===== src/rtl/uart_rx_fifo_ctrl_if.sv =====
// uart_rx_fifo_ctrl_if: receiver-side and CPU-side signals of the receive FIFO controller
interface uart_rx_fifo_ctrl_if #(
  parameter int AW = 2
);
  logic          enable_i;
  logic          rsr_full_i;
  logic [7:0]    rsr_byte_i;
  logic          ferr_i;
  logic          perr_i;
  logic          rsr_pull_o;
  logic          rd_i;
  logic [7:0]    rdata_o;
  logic          rferr_o;
  logic          rperr_o;
  logic          urxda_o;
  logic [AW:0]   cnt_o;
  logic [1:0]    urxisel_i;
  logic          oerr_o;
  logic          oerr_clr_i;
  logic          rx_irq_o;
  modport slave (
    input  enable_i, rsr_full_i, rsr_byte_i, ferr_i, perr_i, rd_i, urxisel_i, oerr_clr_i,
    output rsr_pull_o, rdata_o, rferr_o, rperr_o, urxda_o, cnt_o, oerr_o, rx_irq_o
  );
  modport master (
    output enable_i, rsr_full_i, rsr_byte_i, ferr_i, perr_i, rd_i, urxisel_i, oerr_clr_i,
    input  rsr_pull_o, rdata_o, rferr_o, rperr_o, urxda_o, cnt_o, oerr_o, rx_irq_o
  );
endinterface


===== src/rtl/uart_rx_fifo_ctrl.sv =====
// uart_rx_fifo_ctrl: drains the RSR into a flagged byte FIFO with overrun detection and receive interrupt
module uart_rx_fifo_ctrl #(
  parameter int DEPTH = 4,
  parameter int AW = $clog2(DEPTH)
) (
  input logic clk,
  input logic rst_n,
  uart_rx_fifo_ctrl_if.slave bus
);
  typedef enum logic [1:0] {IDLE, PULL, WAIT} state_t;
  localparam logic [AW:0] L_FULL = (AW+1)'(DEPTH);
  localparam logic [AW:0] L_HIGH = (AW+1)'(DEPTH - 1);
  state_t r_state, w_next;
  logic [9:0] r_mem [DEPTH];
  logic [9:0] w_head;
  logic [AW-1:0] r_wr_ptr, r_rd_ptr;
  logic [AW:0] r_cnt, w_cnt;
  logic r_oerr, r_irq, w_flush, w_full, w_empty, w_wr, w_rd, w_oerr_set, w_hit;
  assign w_flush = !bus.enable_i || bus.oerr_clr_i;
  assign w_full = r_cnt == L_FULL;
  assign w_empty = r_cnt == '0;
  assign w_wr = r_state == PULL && !w_flush;
  assign w_rd = bus.rd_i && !w_empty && !w_flush;
  assign w_oerr_set = r_state == IDLE && !w_flush && bus.rsr_full_i && w_full && !bus.rd_i;
  assign w_cnt = r_cnt + (AW+1)'(w_wr) - (AW+1)'(w_rd);
  assign w_hit = bus.urxisel_i == 2'b01 ? w_cnt == L_HIGH : bus.urxisel_i == 2'b10 ? w_cnt == L_FULL : 1'b1;
  assign w_head = w_empty ? '0 : r_mem[r_rd_ptr];
  always_comb begin
    w_next = r_state;
    w_next = w_flush ? IDLE :
             r_state == IDLE ? (bus.rsr_full_i && !w_full && !r_oerr ? PULL : IDLE) :
             r_state == PULL ? WAIT :
             bus.rsr_full_i ? WAIT : IDLE;
  end
  always_ff @(posedge clk or negedge rst_n) begin
    if (!rst_n) begin
      r_state <= IDLE;
      r_wr_ptr <= '0;
      r_rd_ptr <= '0;
      r_cnt <= '0;
      r_oerr <= 1'b0;
      r_irq <= 1'b0;
    end else begin
      r_state <= w_next;
      r_oerr <= !w_flush && (r_oerr || w_oerr_set);
      r_irq <= (w_oerr_set && !r_oerr) || (w_wr && w_hit);
      r_wr_ptr <= w_flush ? '0 : r_wr_ptr + AW'(w_wr);
      r_rd_ptr <= w_flush ? '0 : r_rd_ptr + AW'(w_rd);
      r_cnt <= w_flush ? '0 : w_cnt;
    end
  end
  always_ff @(posedge clk) begin
    if (w_wr) r_mem[r_wr_ptr] <= {bus.perr_i, bus.ferr_i, bus.rsr_byte_i};
  end
  assign bus.rsr_pull_o = w_wr;
  assign bus.rdata_o = w_head[7:0];
  assign bus.rferr_o = w_head[8];
  assign bus.rperr_o = w_head[9];
  assign bus.urxda_o = !w_empty;
  assign bus.cnt_o = r_cnt;
  assign bus.oerr_o = r_oerr;
  assign bus.rx_irq_o = r_irq;
endmodule


===== src/flat_wrapper.sv =====
// flat-port wrapper written by rule: the top's interface ports become plain ports
module uart_rx_fifo_ctrl_flat 
#(
  parameter int DEPTH = 4,
  parameter int AW = $clog2(DEPTH)
)
  (clk, rst_n, bus_enable_i, bus_rsr_full_i, bus_rsr_byte_i, bus_ferr_i, bus_perr_i, bus_rd_i, bus_urxisel_i, bus_oerr_clr_i, bus_rsr_pull_o, bus_rdata_o, bus_rferr_o, bus_rperr_o, bus_urxda_o, bus_cnt_o, bus_oerr_o, bus_rx_irq_o);
  uart_rx_fifo_ctrl_if #(.AW(AW)) bus_i ();
  input logic clk;
  input logic rst_n;
  input wire logic [$bits(bus_i.enable_i)-1:0] bus_enable_i;
  input wire logic [$bits(bus_i.rsr_full_i)-1:0] bus_rsr_full_i;
  input wire logic [$bits(bus_i.rsr_byte_i)-1:0] bus_rsr_byte_i;
  input wire logic [$bits(bus_i.ferr_i)-1:0] bus_ferr_i;
  input wire logic [$bits(bus_i.perr_i)-1:0] bus_perr_i;
  input wire logic [$bits(bus_i.rd_i)-1:0] bus_rd_i;
  input wire logic [$bits(bus_i.urxisel_i)-1:0] bus_urxisel_i;
  input wire logic [$bits(bus_i.oerr_clr_i)-1:0] bus_oerr_clr_i;
  output wire logic [$bits(bus_i.rsr_pull_o)-1:0] bus_rsr_pull_o;
  output wire logic [$bits(bus_i.rdata_o)-1:0] bus_rdata_o;
  output wire logic [$bits(bus_i.rferr_o)-1:0] bus_rferr_o;
  output wire logic [$bits(bus_i.rperr_o)-1:0] bus_rperr_o;
  output wire logic [$bits(bus_i.urxda_o)-1:0] bus_urxda_o;
  output wire logic [$bits(bus_i.cnt_o)-1:0] bus_cnt_o;
  output wire logic [$bits(bus_i.oerr_o)-1:0] bus_oerr_o;
  output wire logic [$bits(bus_i.rx_irq_o)-1:0] bus_rx_irq_o;
  assign bus_i.enable_i = bus_enable_i;
  assign bus_i.rsr_full_i = bus_rsr_full_i;
  assign bus_i.rsr_byte_i = bus_rsr_byte_i;
  assign bus_i.ferr_i = bus_ferr_i;
  assign bus_i.perr_i = bus_perr_i;
  assign bus_i.rd_i = bus_rd_i;
  assign bus_i.urxisel_i = bus_urxisel_i;
  assign bus_i.oerr_clr_i = bus_oerr_clr_i;
  assign bus_rsr_pull_o = bus_i.rsr_pull_o;
  assign bus_rdata_o = bus_i.rdata_o;
  assign bus_rferr_o = bus_i.rferr_o;
  assign bus_rperr_o = bus_i.rperr_o;
  assign bus_urxda_o = bus_i.urxda_o;
  assign bus_cnt_o = bus_i.cnt_o;
  assign bus_oerr_o = bus_i.oerr_o;
  assign bus_rx_irq_o = bus_i.rx_irq_o;
  uart_rx_fifo_ctrl #(.DEPTH(DEPTH), .AW(AW)) u_core (.clk(clk), .rst_n(rst_n), .bus(bus_i));
endmodule

===== config.mk =====
export PLATFORM = sky130hd
export DESIGN_NAME = uart_rx_fifo_ctrl_flat
export DESIGN_NICKNAME = d
export VERILOG_FILES = /design/src/rtl/uart_rx_fifo_ctrl_if.sv /design/src/rtl/uart_rx_fifo_ctrl.sv /design/src/flat_wrapper.sv
export SDC_FILE = /design/constraint.sdc
export NUM_CORES = 1
export LEC_CHECK = 0
export CORE_ASPECT_RATIO = 0.8
export CORE_MARGIN = 2
export CORE_UTILIZATION = 47
export DETAILED_ROUTE_END_ITERATION = 10
export PLACE_DENSITY = 0.75
export SKIP_LAST_GASP = 1
export SLEW_MARGIN = 10
export SYNTH_ARGS = -nofsm -noshare
export SYNTH_HDL_FRONTEND = slang
export SYNTH_SLANG_ARGS = --single-unit

===== constraint.sdc =====
create_clock -name clk -period 2.2 [get_ports clk]
set_clock_uncertainty 0.1 [all_clocks]
set_input_delay 0.22 -clock clk [delete_from_list [all_inputs] [get_ports clk]]
set_output_delay 0.22 -clock clk [all_outputs]
set_load 0.01 [all_outputs]

# Yosys cells after proc, flatten, opt, wreduce, memory -nomap -nowiden
# Memories as Yosys holds them, arrays and structs flattened.
# Cells that the tools add are included.
# classes
addsub,4
mul,0
n_div,0
n_lt_le_gt_ge,0
n_eq_ne,6
shift,0
mux,13
bitwise_logic,0
reduce_logical,23
# op_table
operator,count
$logic_and A1 B1 Y1,12
$mux W2,6
$mux W10,1
$eq A3 B3 Y1 const B,2
$logic_not A1 Y1,6
$mux W1,5
$add A2 B1 Y2,2
$eq A2 B1 Y1 const B,2
$add A3 B1 Y3,1
$eq A3 B2 Y1 const B,1
$logic_not A3 Y1,1
$logic_or A1 B1 Y1,3
$mux W3,1
$sub A3 B1 Y3,1
$eq A2 B2 Y1 const B,1
$logic_not A2 Y1,1
# totals
register_bits,11
latchBits,0
ram_bits,40
mem_bits_ro,0
inputBits,18
out_inout_bits,17
wordCells,53
n_memories,1
# memory_table
name,words,word_bits,read_ports,rd_ports_with_merged_regs,write_ports,line,text
u_core.r_mem,4,10,1,0,1,uart_rx_fifo_ctrl.sv:14,logic [9:0] r_mem [DEPTH];

# Longest topological paths before layout
# depth
ltp_word,11
ltp_mapped,11
ltp_nobuf,11

# Worst setup path before layout
# Ideal clock, no wire load.
# synth_path
path_kind,flip-flop to flip-flop
start,register u_core.r_cnt[1] (netlist: u_core.bus.cnt_o[1])
end,register u_core.r_irq (netlist: u_core.bus.rx_irq_o)
setup_ns,0.131
arrival_time_ns,2.315
required_ns,1.969
path_slack_ns,-0.346
stages_incl_launch_ff,12
path_buffers,0
period_less_slack_ns,2.546
path_cell_list,dfrtp_1 nor3_1 inv_1 and3_1 ha_1 inv_1 ha_1 inv_1 fa_1 xnor3_1 a41oi_2 o211ai_1
# synth_via
elab_chain_cells,10
word_cells_on_any_way,16
cone_classes,add/sub (2); eq/ne (3); mux (2); reduce/logical (9)
# synth_lines
item,line,text
"start, declared",uart_rx_fifo_ctrl.sv:17,"logic [AW:0] r_cnt, w_cnt;"
"start signal, assigned",uart_rx_fifo_ctrl.sv:49,r_cnt <= w_flush ? '0 : w_cnt;
$logic_not A3 Y1 (*),uart_rx_fifo_ctrl.sv:21,assign w_empty = r_cnt == '0;
$logic_not A1 Y1 (*),--,
net bus_urxda_o,flat_wrapper.sv:23,output wire logic [$bits(bus_i.urxda_o)-1:0] bus_urxda_o;
$logic_and A1 B1 Y1 (*) (2 in a row),uart_rx_fifo_ctrl.sv:23,assign w_rd = bus.rd_i && !w_empty && !w_flush;
$sub A3 B1 Y3 (*),uart_rx_fifo_ctrl.sv:25,assign w_cnt = r_cnt + (AW+1)'(w_wr) - (AW+1)'(w_rd);
$eq A3 B3 Y1,uart_rx_fifo_ctrl.sv:26,assign w_hit = bus.urxisel_i == 2'b01 ? w_cnt == L_HIGH : bus.urxisel_i == 2'b10 ? w_cnt == L_FULL : 1'b1;
$mux W1,uart_rx_fifo_ctrl.sv:26,
$mux W1 (*),uart_rx_fifo_ctrl.sv:26,
$logic_and A1 B1 Y1 (*),uart_rx_fifo_ctrl.sv:46,r_irq <= (w_oerr_set && !r_oerr) || (w_wr && w_hit);
$logic_or A1 B1 Y1 (*),uart_rx_fifo_ctrl.sv:46,
"end signal, assigned",uart_rx_fifo_ctrl.sv:46,
"end, declared",uart_rx_fifo_ctrl.sv:18,"logic r_oerr, r_irq, w_flush, w_full, w_empty, w_wr, w_rd, w_oerr_set, w_hit;"
# Mark *: on every way through the listed nets, which the timed path passes. The rest lies on a longest branch.

# Worst setup path in the final report
# layout_path
start,register u_core.r_cnt[1] (netlist: u_core.bus.cnt_o[1])
end,register u_core.r_irq (netlist: u_core.bus.rx_irq_o)
# layout_via
elab_chain_cells,10
word_cells_on_any_way,16
cone_classes,add/sub (2); eq/ne (3); mux (2); reduce/logical (9)
# layout_lines
item,line
branches (longest 9 deep; another with $add A3 B1 Y3),--
$logic_or A1 B1 Y1 (*),uart_rx_fifo_ctrl.sv:46
# Mark *: on every way between the ends.

==> impl_metrics.json <==
{
  "cp_max_fo": 3,
  "critPathRequiredTime_ns": 2.31,
  "use_met2": 0.302,
  "cts_sinks": 51,
  "rsz0062_at_grt": "yes",
  "portBuffers": 34,
  "clk_pin_slew_ns": 0.09,
  "post_drt_wl_per_cell_um": 16.9,
  "switching_share": 0.182,
  "clkLatencyLatePin_ns": 0.30,
  "crit_type": "flop to flop",
  "synthesis.nets": 142,
  "ioPinCount": 35,
  "use_met3": 0.0607,
  "ys_top_cells_by_area": "edfxtp_1, dfrtp_1, mux4_2",
  "die_y_um": 64.0,
  "cts_buffers": 5,
  "grt_pass1_wl_um": 6530,
  "power.density_nw_per_um2": 604,
  "ys_types": 27,
  "grt_start_max_net_pins": 16,
  "die_area_sq_um": 5060,
  "antenna_found_initial": 0,
  "synth_edf_count": 40,
  "critPathArrivalTime_ns": 2.47,
  "grt_pass1_vias": 1321,
  "ant_nets": 0,
  "share_comb_of_total_power": 0.044,
  "crit_path_start_kind": "flop",
  "syn_area_sq_um": 2120,
  "n_antenna_cell": 0,
  "gp_congestion": 0.777,
  "drt-initial-drc-count": 60,
  "status": "complete, but fails checks",
  "hpwl_um": 2880,
  "ff2ff_setup_slack_ns": -0.15,
  "cts-root-buf": "clkbuf_8",
  "busiest_layer": "met2",
  "seqPwrFrac": 0.602,
  "p_clk_frac": 0.354,
  "fin_crit_ns": 2.35,
  "rows": 21,
  "initial_core_util": 0.498,
  "nFillCells": 308,
  "met1_usage": 0.224,
  "slowest_stage": "dfrtp_2",
  "p_leak_uw": 0.00110,
  "ys.flop_type": "edfxtp_1",
  "synth_seq_cells": 51,
  "dp_cells": 224,
  "drive_above_1_share": 0.328,
  "violations": "negative setup slack",
  "clockBufferDepth": 2,
  "routed_via_density": 5.17,
  "vias": 1257,
  "fin_crit_sh": 1.07,
  "placed_area_sq_um": 2680,
  "grt.total_usage": 0.183,
  "syn_area_per_cell_sq_um": 17.8,
  "fin_cells": 243,
  "path_cells": "nor3_4 -> inv_2 -> and3_4 -> ha_4 -> inv_2 -> ha_4 -> inv_2 -> fa_2 -> xnor3_1 -> a41oi_2 -> o211ai_1",
  "hold_path_class": "input pin to async pin",
  "synthCells": 119,
  "final_max_slew_viol_count": 0,
  "fin_ws_ns": -0.150,
  "design_area_sq_um": 2870,
  "ys_seq_area_frac": 0.697,
  "first_pass_iters": 4,
  "cp_common_cell": "inv_2",
  "fp.dieW_um": 79.1,
  "drc": 0,
  "final_hold_viol_count": 0,
  "fmax_ghz": 0.426,
  "finalSetupViolations": 1,
  "async_flop_share": 0.216,
  "hold_slack_ns": 0.169,
  "critPathMaxStageDelay_ns": 0.43,
  "nets": 208,
  "relSlewSlack": 0.636,
  "p_int_uw": 1420,
  "maxCapViolations": 0,
  "yosysWarnings": 0,
  "yosysTopAreaCell": "edfxtp_1",
  "cts_tree": "done",
  "area_growth_pct": 35.6,
  "tightest_slew_ns": 0.544,
  "overflow": 0,
  "yosysTopAreaCellShare": 0.567,
  "htreeDepth": 2,
  "core_area_sq_um": 4260,
  "switchingPower_uw": 315,
  "irDropWorstVdd_mv": 0.446,
  "end_kind": "flop",
  "wl_um": 4100
}
==> routing by layer <==
layer  share of wire  wire length (um)
met4           0.017                70
met5               0                 0
met2            0.51              2100
met1            0.44              1800
met3           0.034               140
==> timing repair <==
item                                    4_1_cts  5_1_grt
gates resized for setup                      12       10
hold endpoints to repair                      0        0
endpoints found under the setup margin       12       14
hold buffers                                  0        0
setup buffers                                13        2
pin swaps                                     5        0
==> cell usage after synthesis, types with 2 or more instances <==
| library cell | n |
|---|---|
| nor3_1 | 2 |
| xnor2_1 | 3 |
| and2_1 | 3 |
| mux4_2 | 10 |
| ha_1 | 4 |
| and3_1 | 2 |
| nand4b_1 | 2 |
| inv_1 | 5 |
| dfrtp_1 | 11 |
| edfxtp_1 | 40 |
| nor3b_1 | 2 |
| nor2_1 | 9 |
| nor2b_1 | 11 |
| a21oi_1 | 2 |
==> placed cells by master (no fill, tap or decap), types with 3 or more instances in the layout <==
master and instances:
dfrtp_1 8, inv_2 4, nor2_1 9, clkdlybuf4s15_1 4
nor2b_1 10, mux4_2 10, buf_4 27, clkdlybuf4s50_1 23
dfrtp_2 3, dlygate4sd2_1 5, clkbuf_8 5, xnor2_1 3
edfxtp_1 40, and2_1 3
==> per-stage QoR <==
step	TNS (ns)	power [uW]	utilization	worst slack, ns
2_1_floorplan	-0.150	1090	-	-0.150
3_3_place_gp	-0.716	1140	0.629	-0.366
3_5_place_dp	-0.943	1140	0.629	-0.461
4_1_cts	-0.732	1750	0.674	-0.156
5_1_grt	-0.290	1800	0.675	-0.213
6_report	-0.150	1730	0.675	-0.150
==> logic make-up after synthesis <==
| group | count (synthesis) | share of synthesized area |
|---|---|---|
| compound gates | 4 | 0.0160 |
| xor+xnor | 4 | 0.0230 |
| fa+ha+maj | 5 | 0.0331 |
| buf+inv | 8 | 0.0183 |
| flops | 51 | 0.697 |
| mux | 11 | 0.111 |
| simple gates | 36 | 0.102 |
==> power by group through the flow <==
stage | clock network [uW] | registers [uW] | logic (uW)
2_1_floorplan | 0 | 1070 | 18.9
3_3_place_gp | 0 | 1070 | 71.9
3_5_place_dp | 0 | 1070 | 75.6
4_1_cts | 628 | 1040 | 77.4
5_1_grt | 675 | 1040 | 83.4
6_report | 614 | 1040 | 76.5
==> worst max-delay path: cells and delay by family (launching register included) <==
kind / cells / cell delay (ns)
DFF: 1 / 0.43
buffers and inverters: 3 / 0.15
AOI/OAI and AO/OA: 2 / 0.30
adders and majority gates: 3 / 0.64
and+or+nand+nor: 2 / 0.37
xor gates and xnor gates: 1 / 0.26
==> state kept, by name, summed over array words and instances, names as in the netlist <==
name                 flops
u_core.r_rd_ptr          2
u_core.r_wr_ptr          2
u_core.r_mem            40
u_core.bus.rx_irq_o      1
u_core.r_state           2
u_core.bus.oerr_o        1
u_core.bus.cnt_o         3
==> worst paths after layout <==
path	from	to	cells past startpoint
setup / recovery	u_core.bus.cnt_o[1]$_DFF_PN0_	u_core.bus.rx_irq_o$_DFF_PN0_	11
min in group clk	bus_rsr_byte_i[7]	u_core.r_mem[2][7]$_DFFE_PP_	1
hold / removal	rst_n	u_core.bus.rx_irq_o$_DFF_PN0_	1
max in group asynchronous	rst_n	u_core.bus.cnt_o[0]$_DFF_PN0_	1
hold reg to reg	u_core.bus.oerr_o$_DFF_PN0_	u_core.r_state[0]$_DFF_PN0_	2
setup reg to reg	u_core.bus.cnt_o[1]$_DFF_PN0_	u_core.bus.rx_irq_o$_DFF_PN0_	11
==> area by class of cell <==
class | count | area [sq um] | area share
flip-flops and latches | 51 | 1480 | 0.515
repair buffers | 62 | 546 | 0.190
inverters | 5 | 18.8 | 0.00653
clock inverters | 3 | 38.8 | 0.0135
multi-input cells | 60 | 649 | 0.226
clock buffers | 5 | 68.8 | 0.0240
well taps | 57 | 71.3 | 0.0248
(Power assumes the default switching activity.)
